`src/rtl/imm_split_seq.sv`:
```
// rtl/imm_split_seq.sv - splits a 32-bit constant into the shortest (imm16, EXTOp) micro-op sequence
module imm_split_seq #(
    parameter int EN_HIGHPOS = 1,
    parameter int CNT_W      = 16
) (
    input  logic             clk,
    input  logic             rst_n,
    input  logic             in_valid,
    input  logic [31:0]      in_data,
    output logic             in_ready,
    output logic             op_valid,
    input  logic             op_ready,
    output logic [15:0]      op_imm16,
    output logic [1:0]       op_ext,
    output logic             op_last,
    output logic [CNT_W-1:0] n_single,
    output logic [CNT_W-1:0] n_pair
);

    // EXTOp codes understood by the immediate extender
    localparam logic [1:0] EXT_ZERO    = 2'd0;
    localparam logic [1:0] EXT_SIGNED  = 2'd1;
    localparam logic [1:0] EXT_HIGHPOS = 2'd2;

    typedef enum logic [1:0] {
        IDLE  = 2'd0,
        EMIT1 = 2'd1,
        EMIT2 = 2'd2
    } state_t;

    state_t           state_q, state_d;
    logic [15:0]      imm_q, imm_d;
    logic [1:0]       ext_q, ext_d;
    logic             last_q, last_d;
    logic [15:0]      lo_q, lo_d;
    logic [CNT_W-1:0] n_single_q, n_single_d;
    logic [CNT_W-1:0] n_pair_q, n_pair_d;

    logic             hi_is_sign;
    logic             hi_is_zero;
    logic             lo_is_zero;

    // Classification terms for the constant presented at the input
    always_comb begin
        hi_is_sign = (in_data[31:16] == {16{in_data[15]}});
        hi_is_zero = (in_data[31:16] == 16'h0000);
        lo_is_zero = (in_data[15:0] == 16'h0000);
    end

    // Next-state and op-register load logic; op fields only change on a handshake
    always_comb begin
        state_d    = state_q;
        imm_d      = imm_q;
        ext_d      = ext_q;
        last_d     = last_q;
        lo_d       = lo_q;
        n_single_d = n_single_q;
        n_pair_d   = n_pair_q;
        case (state_q)
            IDLE: begin
                if (in_valid) begin
                    state_d = EMIT1;
                    lo_d    = in_data[15:0];
                    if (hi_is_sign) begin
                        imm_d  = in_data[15:0];
                        ext_d  = EXT_SIGNED;
                        last_d = 1'b1;
                    end else if (hi_is_zero) begin
                        imm_d  = in_data[15:0];
                        ext_d  = EXT_ZERO;
                        last_d = 1'b1;
                    end else if ((EN_HIGHPOS != 0) && lo_is_zero) begin
                        imm_d  = in_data[31:16];
                        ext_d  = EXT_HIGHPOS;
                        last_d = 1'b1;
                    end else begin
                        // LUI-style upper half first, ORI-style lower half follows
                        imm_d  = in_data[31:16];
                        ext_d  = EXT_HIGHPOS;
                        last_d = 1'b0;
                    end
                end
            end
            EMIT1: begin
                if (op_ready) begin
                    if (last_q) begin
                        state_d = IDLE;
                        if (n_single_q != {CNT_W{1'b1}}) begin
                            n_single_d = n_single_q + CNT_W'(1);
                        end
                    end else begin
                        state_d = EMIT2;
                        imm_d   = lo_q;
                        ext_d   = EXT_ZERO;
                        last_d  = 1'b1;
                    end
                end
            end
            EMIT2: begin
                if (op_ready) begin
                    state_d = IDLE;
                    if (n_pair_q != {CNT_W{1'b1}}) begin
                        n_pair_d = n_pair_q + CNT_W'(1);
                    end
                end
            end
            default: begin
                state_d = IDLE;
            end
        endcase
    end

    // State, op and counter registers; reset drops any pending constant
    always_ff @(posedge clk or negedge rst_n) begin
        if (!rst_n) begin
            state_q    <= IDLE;
            imm_q      <= 16'h0000;
            ext_q      <= EXT_ZERO;
            last_q     <= 1'b0;
            lo_q       <= 16'h0000;
            n_single_q <= '0;
            n_pair_q   <= '0;
        end else begin
            state_q    <= state_d;
            imm_q      <= imm_d;
            ext_q      <= ext_d;
            last_q     <= last_d;
            lo_q       <= lo_d;
            n_single_q <= n_single_d;
            n_pair_q   <= n_pair_d;
        end
    end

    // Outputs come straight from registers
    always_comb begin
        in_ready = (state_q == IDLE);
        op_valid = (state_q != IDLE);
        op_imm16 = imm_q;
        op_ext   = ext_q;
        op_last  = last_q;
        n_single = n_single_q;
        n_pair   = n_pair_q;
    end

endmodule

```
`config.mk`:
```
export PLATFORM = sky130hd
export DESIGN_NAME = imm_split_seq
export DESIGN_NICKNAME = d
export VERILOG_FILES = /design/src/rtl/imm_split_seq.sv
export SDC_FILE = /design/constraint.sdc
export NUM_CORES = 1
export LEC_CHECK = 0
export CORE_MARGIN = 4
export CORE_UTILIZATION = 51
export DETAILED_ROUTE_END_ITERATION = 10
export GPL_ROUTABILITY_DRIVEN = 0
export GPL_TIMING_DRIVEN = 0
export HOLD_SLACK_MARGIN = 0.15
export PLACE_DENSITY = 0.9
export REMOVE_ABC_BUFFERS = 1
export SLEW_MARGIN = 10
export SYNTH_ARGS = -nofsm -noshare
export SYNTH_HDL_FRONTEND = slang
export SYNTH_SLANG_ARGS = --single-unit
```
`constraint.sdc`:
```
create_clock -name clk -period 2.3 [get_ports clk]
set_input_delay 0.575 -clock clk [delete_from_list [all_inputs] [get_ports clk]]
set_output_delay 0.575 -clock clk [all_outputs]
set_load 0.01 [all_outputs]
```
Word-level counts from Yosys, hierarchy flattened
Index checks and enable logic that the tools add are counted.
{ "totals": {"ff_bits": 69, "inputBits": 36, "elab_cells": 52} }
{ "classes": {"addsub": 2, "n_eq_ne": 9, "n_mux": 23, "n_reduce_logical": 11} }
{ "op_table": {"columns": ["cell", "count"], "rows": [
  ["2-to-1 mux 16 bit", 5],
  ["adder 16 x 1 -> 16 bit (second input constant)", 2],
  ["logical NOT 16 bit", 2],
  ["inequality test 16 bit (second input constant)", 2],
  ["case mux 16 bit (2 select lines)", 1],
  ["2-to-1 mux 2 bit", 9],
  ["equality test 16 bit", 1],
  ["AND reduction 3 bit", 3],
  ["inequality test 2 bit (second input constant)", 4],
  ["AND reduction 4 bit", 2],
  ["case mux 2 bit (3 select lines)", 1],
  ["2-to-1 mux 1 bit", 5],
  ["case mux 2 bit (2 select lines)", 1],
  ["nonzero test 2 bit", 2],
  ["equality test 2 x 1 -> 1 bit (second input constant)", 1],
  ["equality test 2 bit (second input constant)", 1],
  ["logical NOT 2 bit", 1],
  ["case mux 1 bit (2 select lines)", 1],
  ["AND reduction 2 bit", 1]
]} }

Logic depth before layout (Yosys ltp)
Gate-level depths: netlist of the first run.
{ "logic_depth": {"word_depth": 6, "depth_mapped": 7, "mapped_depth_nobuf": 5} }

Least setup slack after synthesis of the first run
OpenSTA, ideal clock, no wires.
{ "synth_timing": {"path_type": "input to register", "startpoint": "in op_ready", "endpoint": "reg imm_q[0] (netlist: op_imm16[0])", "setup_ps": 131, "t_arrival_ps": 1703, "setup_slack_ps": 466, "cell_stages": 7, "path_buffers": 3, "path_cell_list": "buf_2 -> nand3b_1 -> a21o_1 -> buf_2 -> buf_2 -> a221oi_1 -> nand3_1"} }
{ "synth_via": {"elab_chain_cells": 2} }
{ "synth_rtl": {"columns": ["element", "line", "rtl"], "rows": [
  ["start, declared", "12", "input logic op_ready,"],
  ["inequality test 2 bit (no line)", null, null],
  ["AND reduction 4 bit (no line)", null, null],
  ["end signal, assigned", "125", "imm_q <= imm_d;"],
  ["end, declared", "32", "logic [15:0] imm_q, imm_d;"]
]} }
No other way between the ends.
A chain may end at the register's enable or synchronous reset.

Final worst setup path of the first run
{ "layout_timing": {"startpoint": "in in_data[15]", "endpoint": "reg imm_q[6] (netlist: op_imm16[6])"} }
{ "layout_via": {"elab_chain_cells": 4} }
{ "layout_rtl": {"columns": ["element", "line", "rtl"], "rows": [
  ["start, declared", "9", "input logic [31:0] in_data,"],
  ["equality test 16 bit", "45", "hi_is_sign = (in_data[31:16] == {16{in_data[15]}});"],
  ["2-to-1 mux 16 bit", "64", "if (hi_is_sign) begin"],
  ["2-to-1 mux 16 bit", "61", "if (in_valid) begin"],
  ["case mux 16 bit (2 select lines)", "59", "case (state_q)"]
]} }
No other way between the ends. The select of a mux whose other input is x is not followed.

==> results.toml, run 1 <==
[place]
dp_cells = 566
port_buffers = 88
hpwl_mm = 7.26

[worst_hold_path]
holdPathStages = 2
hold_path.class = "reg2reg"
hp-start = "op_imm16[15]"

[critical_path]
max_stage_delay_ps = 680
crit_path_end_kind = "register"
cpMaxStageDelayCell = "or4_4"
worstSetupStartpoint = "in_data[15]"
cp.arrival_ps = 2430
worstPathRequired_ps = 2510
worstPathMaxFanout = 14
reg2reg_depth = 4
setup.worst_path.start_class = "input pin"
worstPathCellList = "clkdlybuf4s50_1 -> nand4_1 -> or4_4 -> o21ai_0 -> nand3_1"
crit_type = "in2reg"
rr_startpoint = "state_q[1]"

[global_routing]
grt_use_total_pct = 24.5
grt_start_max_net_pins = 63
grt_overflow = 0
grt_antenna_before_repair = 0
first_global_vias = 3527
grt_pass1_wl_mm = 17.5

[clock_tree]
tritoncts = "yes"
clk_pin_slew_ps = 70
clk_latency_ps = 340
root_buffer = "clkbuf_8"
cts.htree.levels = 3
cts_sinks = 69
cts_max_path_buffers = 2
numCtsBuffers = 9

[timing]
finalClockSkew_ps = 5.22
rsz0062_at_grt = "false"
clock.fmax_mhz = 450
tightest_slew_ps = 741
period_share_pct = 96.6
slew_violations = 0
setup-tns-final_ps = 0
relSlewSlack_pct = 50.6
finalSetupViolCount = 0
hold_violations = 0
fin_crit_ps = 2220

[logic_synthesis]
async_reset_ff_share_pct = 100
synth_edf_count = 0
synth_seq_area_share_pct = 44.2
synth_top_area_share_pct = 44.2
synthMostInstantiatedCell = "dfrtp_1"
yosys-top-cells-count = "dfrtp_1, nand3_1, o21ai_0"
syn_inst = 400
synth_warnings = 0
syn_area_per_cell_um2 = 9.76
ys_top_cells_by_area = "dfrtp_1, o211a_1, nand3_1"
netlist_area_um2 = 3900
synth_top_area_cell = "dfrtp_1"
yosys.cell_types.count = 52
ys.flop_type = "dfrtp_1"
synth_seq_cells = 69

[finish]
instances_no_fill = 584
drive_above_1_share_pct = 8.25
n_antenna_cell = 0
nFillCells = 509
nets = 518
area.growth.synth_to_final_pct = 30.7

[routing]
drt_wl_total_mm = 10.7
vias = 3755
antenna_left = 0
drt_first_pass_iters = 5
detail_route.wl_per_cell_um = 18.4
drcViolationCount = 0
drt_iter0_markers = 301
routed_via_density = 6.43

[power_and_ir_drop]
leakagePower_nw = 2.29
power.density_nw_per_um2 = 992
ir_drop_uv = 587
fin_total_pwr_mw = 5.06

[floorplanning]
die_w_um = 95.5
dieArea_um2 = 9120
initial_core_util_pct = 53.3
die_height_um = 95.5
core_um2 = 7330
ios = 89
rows = 31

[outcome]
status = "complete, no violations"

[run]
maxCapViolations = 0
per-layer routing:
layer	vias to the layer above	global-route usage, %	share of wire (%)
li1	1681	-	-
met1	1814	33.7	41
met2	241	37.3	46
met3	19	6.31	11
met4	0	9.24	1.8
met5	-	0	0
cells by family after synthesis:
| kind of cell | after synthesis | share of synthesized area (%) |
|---|---|---|
| flip-flops | 69 | 44.2 |
| AND/OR/NAND/NOR | 160 | 25.0 |
| buffers and inverters | 45 | 4.84 |
| XOR/XNOR | 26 | 5.83 |
| adder cells (fa/ha/maj) | 2 | 0.641 |
| AO/OA/AOI/OAI | 94 | 18.2 |
| multiplexers | 4 | 1.25 |
stage by stage:
stage | cell area (µm²) | hold slack, ps | worst slack [ps] | util (%)
2_1_floorplan | 3790 | 279 | 104 | -
3_3_place_gp | 4800 | 462 | -1690 | 65.4
3_5_place_dp | 4880 | 410 | -341 | 66.6
4_1_cts | 5080 | 491 | 4.28 | 69.4
5_1_grt | 5100 | 525 | 14.6 | 69.6
6_report | 5100 | 479 | 77.8 | 69.6
worst paths after layout:
kind	to	slack, ps
worst max-delay path	op_imm16[6]	80
worst min-delay path	op_imm16[15]	480
worst max register to register	op_imm16[6]	310
worst min register to register	op_imm16[15]	480
max in group asynchronous	state_q[1]	1180
min in group asynchronous	n_pair[15]	590
where the power goes:
| group | switching [mW] | internal, mW | total [mW] |
|---|---|---|---|
| logic | 1.06 | 1.07 | 2.13 |
| registers | 0.388 | 1.59 | 1.98 |
| clock network | 0.451 | 0.501 | 0.952 |
| total | 1.90 | 3.16 | 5.06 |
final cells by class:
| type | count | area [µm²] | share of cell area (%) |
|---|---|---|---|
| clock buffer | 12 | 135 | 2.65 |
| clock inverter | 4 | 48.8 | 0.956 |
| inverter | 20 | 75.1 | 1.47 |
| multi-input combinational | 286 | 2020 | 39.6 |
| sequential | 69 | 1730 | 33.9 |
| tap | 99 | 124 | 2.43 |
| timing repair buffer | 94 | 970 | 19.0 |
state kept, by name, summed over array words and instances (netlist names):
name,flops
op_imm16,16
n_pair,16
op_ext,2
lo_q,16
op_last,1
state_q,2
n_single,16
critical path: cells and delay by family:
family          cells  cell delay, ps
simple gates        3            1010
buf+inv             1             590
compound gates      1             250
placed cells by master (no fill, tap or decap), types with 4 or more instances in the layout:
cell type and n:
inv_1 20, xor2_1 9, nand4_1 14, clkbuf_8 9, xnor2_1 17, nor3_1 7, nor4_1 25, o21ai_0 31
nor2_1 5, and3_1 7, a221oi_1 15, and4_1 4, clkdlybuf4s50_1 85, dfrtp_1 68, nand2_1 26, nand3_1 44
o211a_1 28, nor4_4 4
timing repair:
item                                    in CTS  in global routing
buffers inserted                             1                  0
endpoints found under the setup margin      17                 23
gates cloned                                 0                  0
endpoints found under the hold margin        7                  0
hold buffers                                 1                  0
resized for setup                            2                  6
(Power assumes the default switching activity.)
==> inputs of run 2 (changes only) <==
--- a/config.mk
+++ b/config.mk
@@ -5,13 +5,16 @@
 export SDC_FILE = /design/constraint.sdc
 export NUM_CORES = 1
 export LEC_CHECK = 0
+export CELL_PAD_IN_SITES_DETAIL_PLACEMENT = 1
+export CELL_PAD_IN_SITES_GLOBAL_PLACEMENT = 1
 export CORE_MARGIN = 4
-export CORE_UTILIZATION = 51
+export CORE_UTILIZATION = 38
+export CTS_CLUSTER_DIAMETER = 50
 export DETAILED_ROUTE_END_ITERATION = 10
 export GPL_ROUTABILITY_DRIVEN = 0
 export GPL_TIMING_DRIVEN = 0
 export HOLD_SLACK_MARGIN = 0.15
-export PLACE_DENSITY = 0.9
+export PLACE_DENSITY = 0.88
 export REMOVE_ABC_BUFFERS = 1
 export SLEW_MARGIN = 10
 export SYNTH_ARGS = -nofsm -noshare
==> constraint.sdc (replaced) <==
create_clock -name clk -period 2.39 [get_ports clk]
set_input_delay 0.5975 -clock clk [delete_from_list [all_inputs] [get_ports clk]]
set_output_delay 0.5975 -clock clk [all_outputs]
set_load 0.01 [all_outputs]
==> results.toml, run 2 (synthesized netlist as in run 1, its figures left out) <==
[critical_path]
crit_type = "in2reg"
reg2reg_depth = 4
worstPathMaxFanout = 19
cp.arrival_ps = 2500
crit_path_end_kind = "register"
max_stage_delay_ps = 730
critPathTopFamily = "compound AO/OA/AOI/OAI gates"
rr_startpoint = "state_q[0]"
cp_num_buf_inv = 1
ff2ff_setup_slack_ps = 380
worstPathCellList = "clkdlybuf4s50_1 -> nand3b_1 -> a21o_1 -> a221oi_1 -> nand3_1"
worstPathRequired_ps = 2600
cpMaxStageDelayCell = "clkdlybuf4s50_1"
setup.worst_path.start_class = "input pin"
timing.rr.end = "op_imm16[5]"

[finish]
instances_no_fill = 616
finalInstanceArea_um2 = 5130
n_antenna_cell = 0
area.growth.synth_to_final_pct = 31.5
layout_commonest_cell = "clkdlybuf4s50_1"
nets = 517
final_cell_mix = "clkdlybuf4s50_1, dfrtp_1, nand3_1"
drive_above_1_share_pct = 8.28

[power_and_ir_drop]
switching_share_pct = 38.1
switchingPower_mw = 1.88
leakagePower_nw = 2.27
power.density_nw_per_um2 = 960
p_seq_share_pct = 38.9
pwr-share-clk_pct = 18.7
p_comb_share_pct = 42.5
fin_total_pwr_mw = 4.93
ir_drop_uv = 405
power.internal_mw = 3.05

[clock_tree]
root_buffer = "clkbuf_8"
clk_latency_ps = 340
cts.htree.levels = 3
numCtsBuffers = 9
tritoncts = "yes"
cts_max_path_buffers = 2
cts_sinks = 69
clk_pin_slew_ps = 80

[outcome]
status = "complete, no violations"

[timing]
relSlewSlack_pct = 49.4
hold_violations = 0
clock.fmax_mhz = 437
rsz0062_at_grt = "false"
finalSetupViolCount = 0
layout_setup_ws_ps = 99.6
finalClockSkew_ps = 7.10
slew_violations = 0
tightest_slew_ps = 759
period_share_pct = 95.8
hold-worst-slack_ps = 211
fin_crit_ps = 2290

[worst_hold_path]
hold_path.class = "in2async"

[routing]
drcViolationCount = 0
drt_iter0_markers = 244
vias = 3633
drt_first_pass_iters = 5
routed_via_density = 5.90
detail_route.wl_per_cell_um = 19.4
drt_wl_total_mm = 11.9
antenna_left = 0

[place]
hpwl_mm = 8.37
dp_cells = 600
dpl-instance-area_um2 = 4930
port_buffers = 88
pre_cts_slack_ps = -291

[global_routing]
grt_start_max_net_pins = 38
grt_use_total_pct = 20.7
grt_overflow = 0
grt_pass1_wl_mm = 19.6
first_global_vias = 3879
grt_antenna_before_repair = 0

[floorplanning]
dieArea_um2 = 12000
die_height_um = 109
die_w_um = 109
rows = 36
ios = 89
initial_core_util_pct = 39.4
core_um2 = 9910

[run]
maxCapViolations = 0
## run 2: per-stage QoR
stage / setup TNS (ps) / util (%)
after floorplan: 0 / -
final: 0 / 51.8
after detailed placement: -5800 / 49.7
after global routing: 0 / 51.8
after CTS: 0 / 51.6
after global placement: -141900 / 48.8
## run 2: worst max-delay path by stage
stage / from / to / cells after the start
6_report: op_ready / op_imm16[0] / 5
5_1_grt: state_q[0] / op_valid / 3
4_1_cts: state_q[1] / in_ready / 2
3_5_place_dp: in_data[21] / op_imm16[15] / 5
3_3_place_gp: rst_n / n_pair[13] / 1
2_1_floorplan: state_q[1] / lo_q[15] / 2
## run 2: layout make-up
class / instances / area (µm²)
fill: 1141 / 4770
multi-input combinational: 286 / 2020
sequential: 69 / 1730
timing repair buffer: 93 / 963
tap: 133 / 166
clock buffer: 10 / 128
inverter: 20 / 75.1
clock inverter: 5 / 52.6
## run 2: power groups by stage
stage | logic (mW) | clock network, mW | registers, mW
after floorplan | 1.02 | 0 | 1.93
after global placement | 1.92 | 0 | 1.91
after detailed placement | 2.05 | 0 | 1.95
after CTS | 2.06 | 0.940 | 1.93
after global routing | 2.29 | 0.997 | 1.98
final | 2.09 | 0.921 | 1.92
## run 2: what timing repair did
action                     4_1_cts  5_1_grt
buffers inserted                 0        1
gates resized for setup          2        3
setup endpoints to repair       17       22
hold buffers                     0        0
## run 2: layer usage
| metal | share of wire, % | global-route usage [%] |
|---|---|---|
| met2 | 49 | 34.9 |
| met5 | 0 | 0 |
| met3 | 6.4 | 3.41 |
| met1 | 43 | 27.0 |
| met4 | 1.7 | 7.12 |
==> inputs of run 3 (changes only) <==
--- a/config.mk
+++ b/config.mk
@@ -7,6 +7,7 @@
 export LEC_CHECK = 0
 export CELL_PAD_IN_SITES_DETAIL_PLACEMENT = 1
 export CELL_PAD_IN_SITES_GLOBAL_PLACEMENT = 1
+export CORE_ASPECT_RATIO = 1.2
 export CORE_MARGIN = 4
 export CORE_UTILIZATION = 38
 export CTS_CLUSTER_DIAMETER = 50
==> results.toml, run 3 (synthesized netlist as in run 1, its figures left out) <==
[routing]
drt_iter0_markers = 159
antenna_left = 0
drt_first_pass_iters = 5
detail_route.wl_per_cell_um = 20.6
drt_wl_total_mm = 12.6
routed_via_density = 6.19
vias = 3782
drcViolationCount = 0

[critical_path]
worstPathMaxFanout = 14
crit_type = "reg2out"
max_stage_delay_ps = 570
cp.arrival_ps = 1670
crit_path_end_kind = "output pin"
setup.worst_path.start_class = "register"
cpMaxStageDelayCell = "dfrtp_4"
worstPathCellList = "nor2_1 -> clkdlybuf4s50_1"
worstPathRequired_ps = 1790

[timing]
rsz0062_at_grt = "false"
hold-worst-slack_ps = 499
hold_violations = 0
clock.fmax_mhz = 442
finalSetupViolCount = 0
fin_crit_ps = 2260
finalClockSkew_ps = 6.94
relSlewSlack_pct = 48.8
layout_setup_ws_ps = 126
period_share_pct = 94.7
slew_violations = 0
tightest_slew_ps = 769

[power_and_ir_drop]
power.density_nw_per_um2 = 1020
p_seq_share_pct = 35.6
switchingPower_mw = 1.96
leakagePower_nw = 2.35
power.internal_mw = 3.42
pwr-share-clk_pct = 24.7
switching_share_pct = 36.4
p_comb_share_pct = 39.7
ir_drop_uv = 512

[floorplanning]
ios = 89
die_height_um = 119
dieArea_um2 = 12000
rows = 40
core_um2 = 10000
die_w_um = 101
initial_core_util_pct = 39.0

[global_routing]
grt_overflow = 0
grt.busiest_layer = "met2"
grtUsageMet1_pct = 27.1
first_global_vias = 4115
grt_antenna_before_repair = 0
grt_use_total_pct = 21.9
use_met2_pct = 37.4
grt_pass1_wl_mm = 21.1
grt_start_max_net_pins = 64
met3_usage_pct = 4.10

[place]
dp_cells = 593
pre_cts_slack_ps = -395
hpwl_mm = 8.78
port_buffers = 88

[finish]
drive_above_1_share_pct = 8.87
n_antenna_cell = 0
final_core_util_pct = 52.6
instances_no_fill = 611
area.growth.synth_to_final_pct = 34.8
multi_input_area_um2 = 2020
nFillCells = 1146
nets = 518
layout_commonest_cell = "clkdlybuf4s50_1"
ff_latch_area_um2 = 1730
final_cell_mix = "clkdlybuf4s50_1, dfrtp_1, nand3_1"

[clock_tree]
clk_pin_slew_ps = 50
cts_max_path_buffers = 2
numCtsBuffers = 9
cts.htree.levels = 3
tritoncts = "yes"
cts_sinks = 69
clk_latency_ps = 330
root_buffer = "clkbuf_16"

[run]
maxCapViolations = 0

[outcome]
status = "complete, no violations"

[worst_hold_path]
hold_path.class = "reg2reg"
-- run 3: changes by cell type in the layout (fill, tap and decap cells not counted), sizes merged --
cell | previous run | this run
clkdlybuf4s50 | 87 | 85
clkbuf | 10 | 11
dlygate4sd3 | 0 | 1
clkinvlp | 1 | 0
dlymetal6s2s | 0 | 2
clkinv | 3 | 4
-- run 3: metrics by stage --
step           setup TNS, ps  cell area, µm²  power (mW)
2_1_floorplan              0            3790        2.95
3_5_place_dp           -6470            4930        4.01
6_report                   0            5270        5.38
5_1_grt                    0            5270        5.70
4_1_cts                    0            5240        5.37
3_3_place_gp         -143950            4830        3.83
-- run 3: worst paths after layout --
| check | from | end | slack (ps) | depth (start not counted) |
|---|---|---|---|---|
| worst max-delay path | state_q[1] | in_ready | 130 | 2 |
| worst min-delay path | n_single[10] | n_single[10] | 500 | 1 |
| worst max register to register | state_q[1] | op_imm16[6] | 330 | 4 |
| worst min register to register | n_single[10] | n_single[10] | 500 | 1 |
| max in group asynchronous | rst_n | state_q[1] | 1180 | 3 |
| min in group asynchronous | rst_n | lo_q[10] | 620 | 2 |
-- run 3: critical path, delay by kind of cell, from the launching register on --
kind / cells / cell delay [ps]
and+or+nand+nor: 1 / 190
buffers and inverters: 1 / 570
DFF: 1 / 570
-- run 3: area by class of cell --
| cell class | instances | share of cell area (%) |
|---|---|---|
| multi-input cells | 286 | 38.4 |
| flip-flops and latches | 69 | 32.9 |
| repair buffers | 94 | 18.7 |
| clock buffers | 11 | 4.61 |
| well taps | 126 | 2.99 |
| inverters | 20 | 1.43 |
| clock inverters | 5 | 0.951 |
-- run 3: per-layer routing --
metal	routed length, µm	part of all wire [%]
met1	5080	40
met2	6570	52
met3	676	5.4
met4	282	2.2
met5	0	0
-- run 3: timing repair --
item                       CTS  global route
setup endpoints to repair   17            13
hold endpoints to repair     6             0
resized for setup            4             5
hold buffers                 1             0
pin swaps                    0             1
buffers inserted             0             1
-- run 3: power by group through the flow --
stage	combinational, mW	clock [mW]	sequential, mW
after detailed placement	2.07	0	1.94
final	2.13	1.33	1.91
after floorplan	1.02	0	1.93
after CTS	2.09	1.35	1.93
after global routing	2.32	1.39	1.99
after global placement	1.92	0	1.91
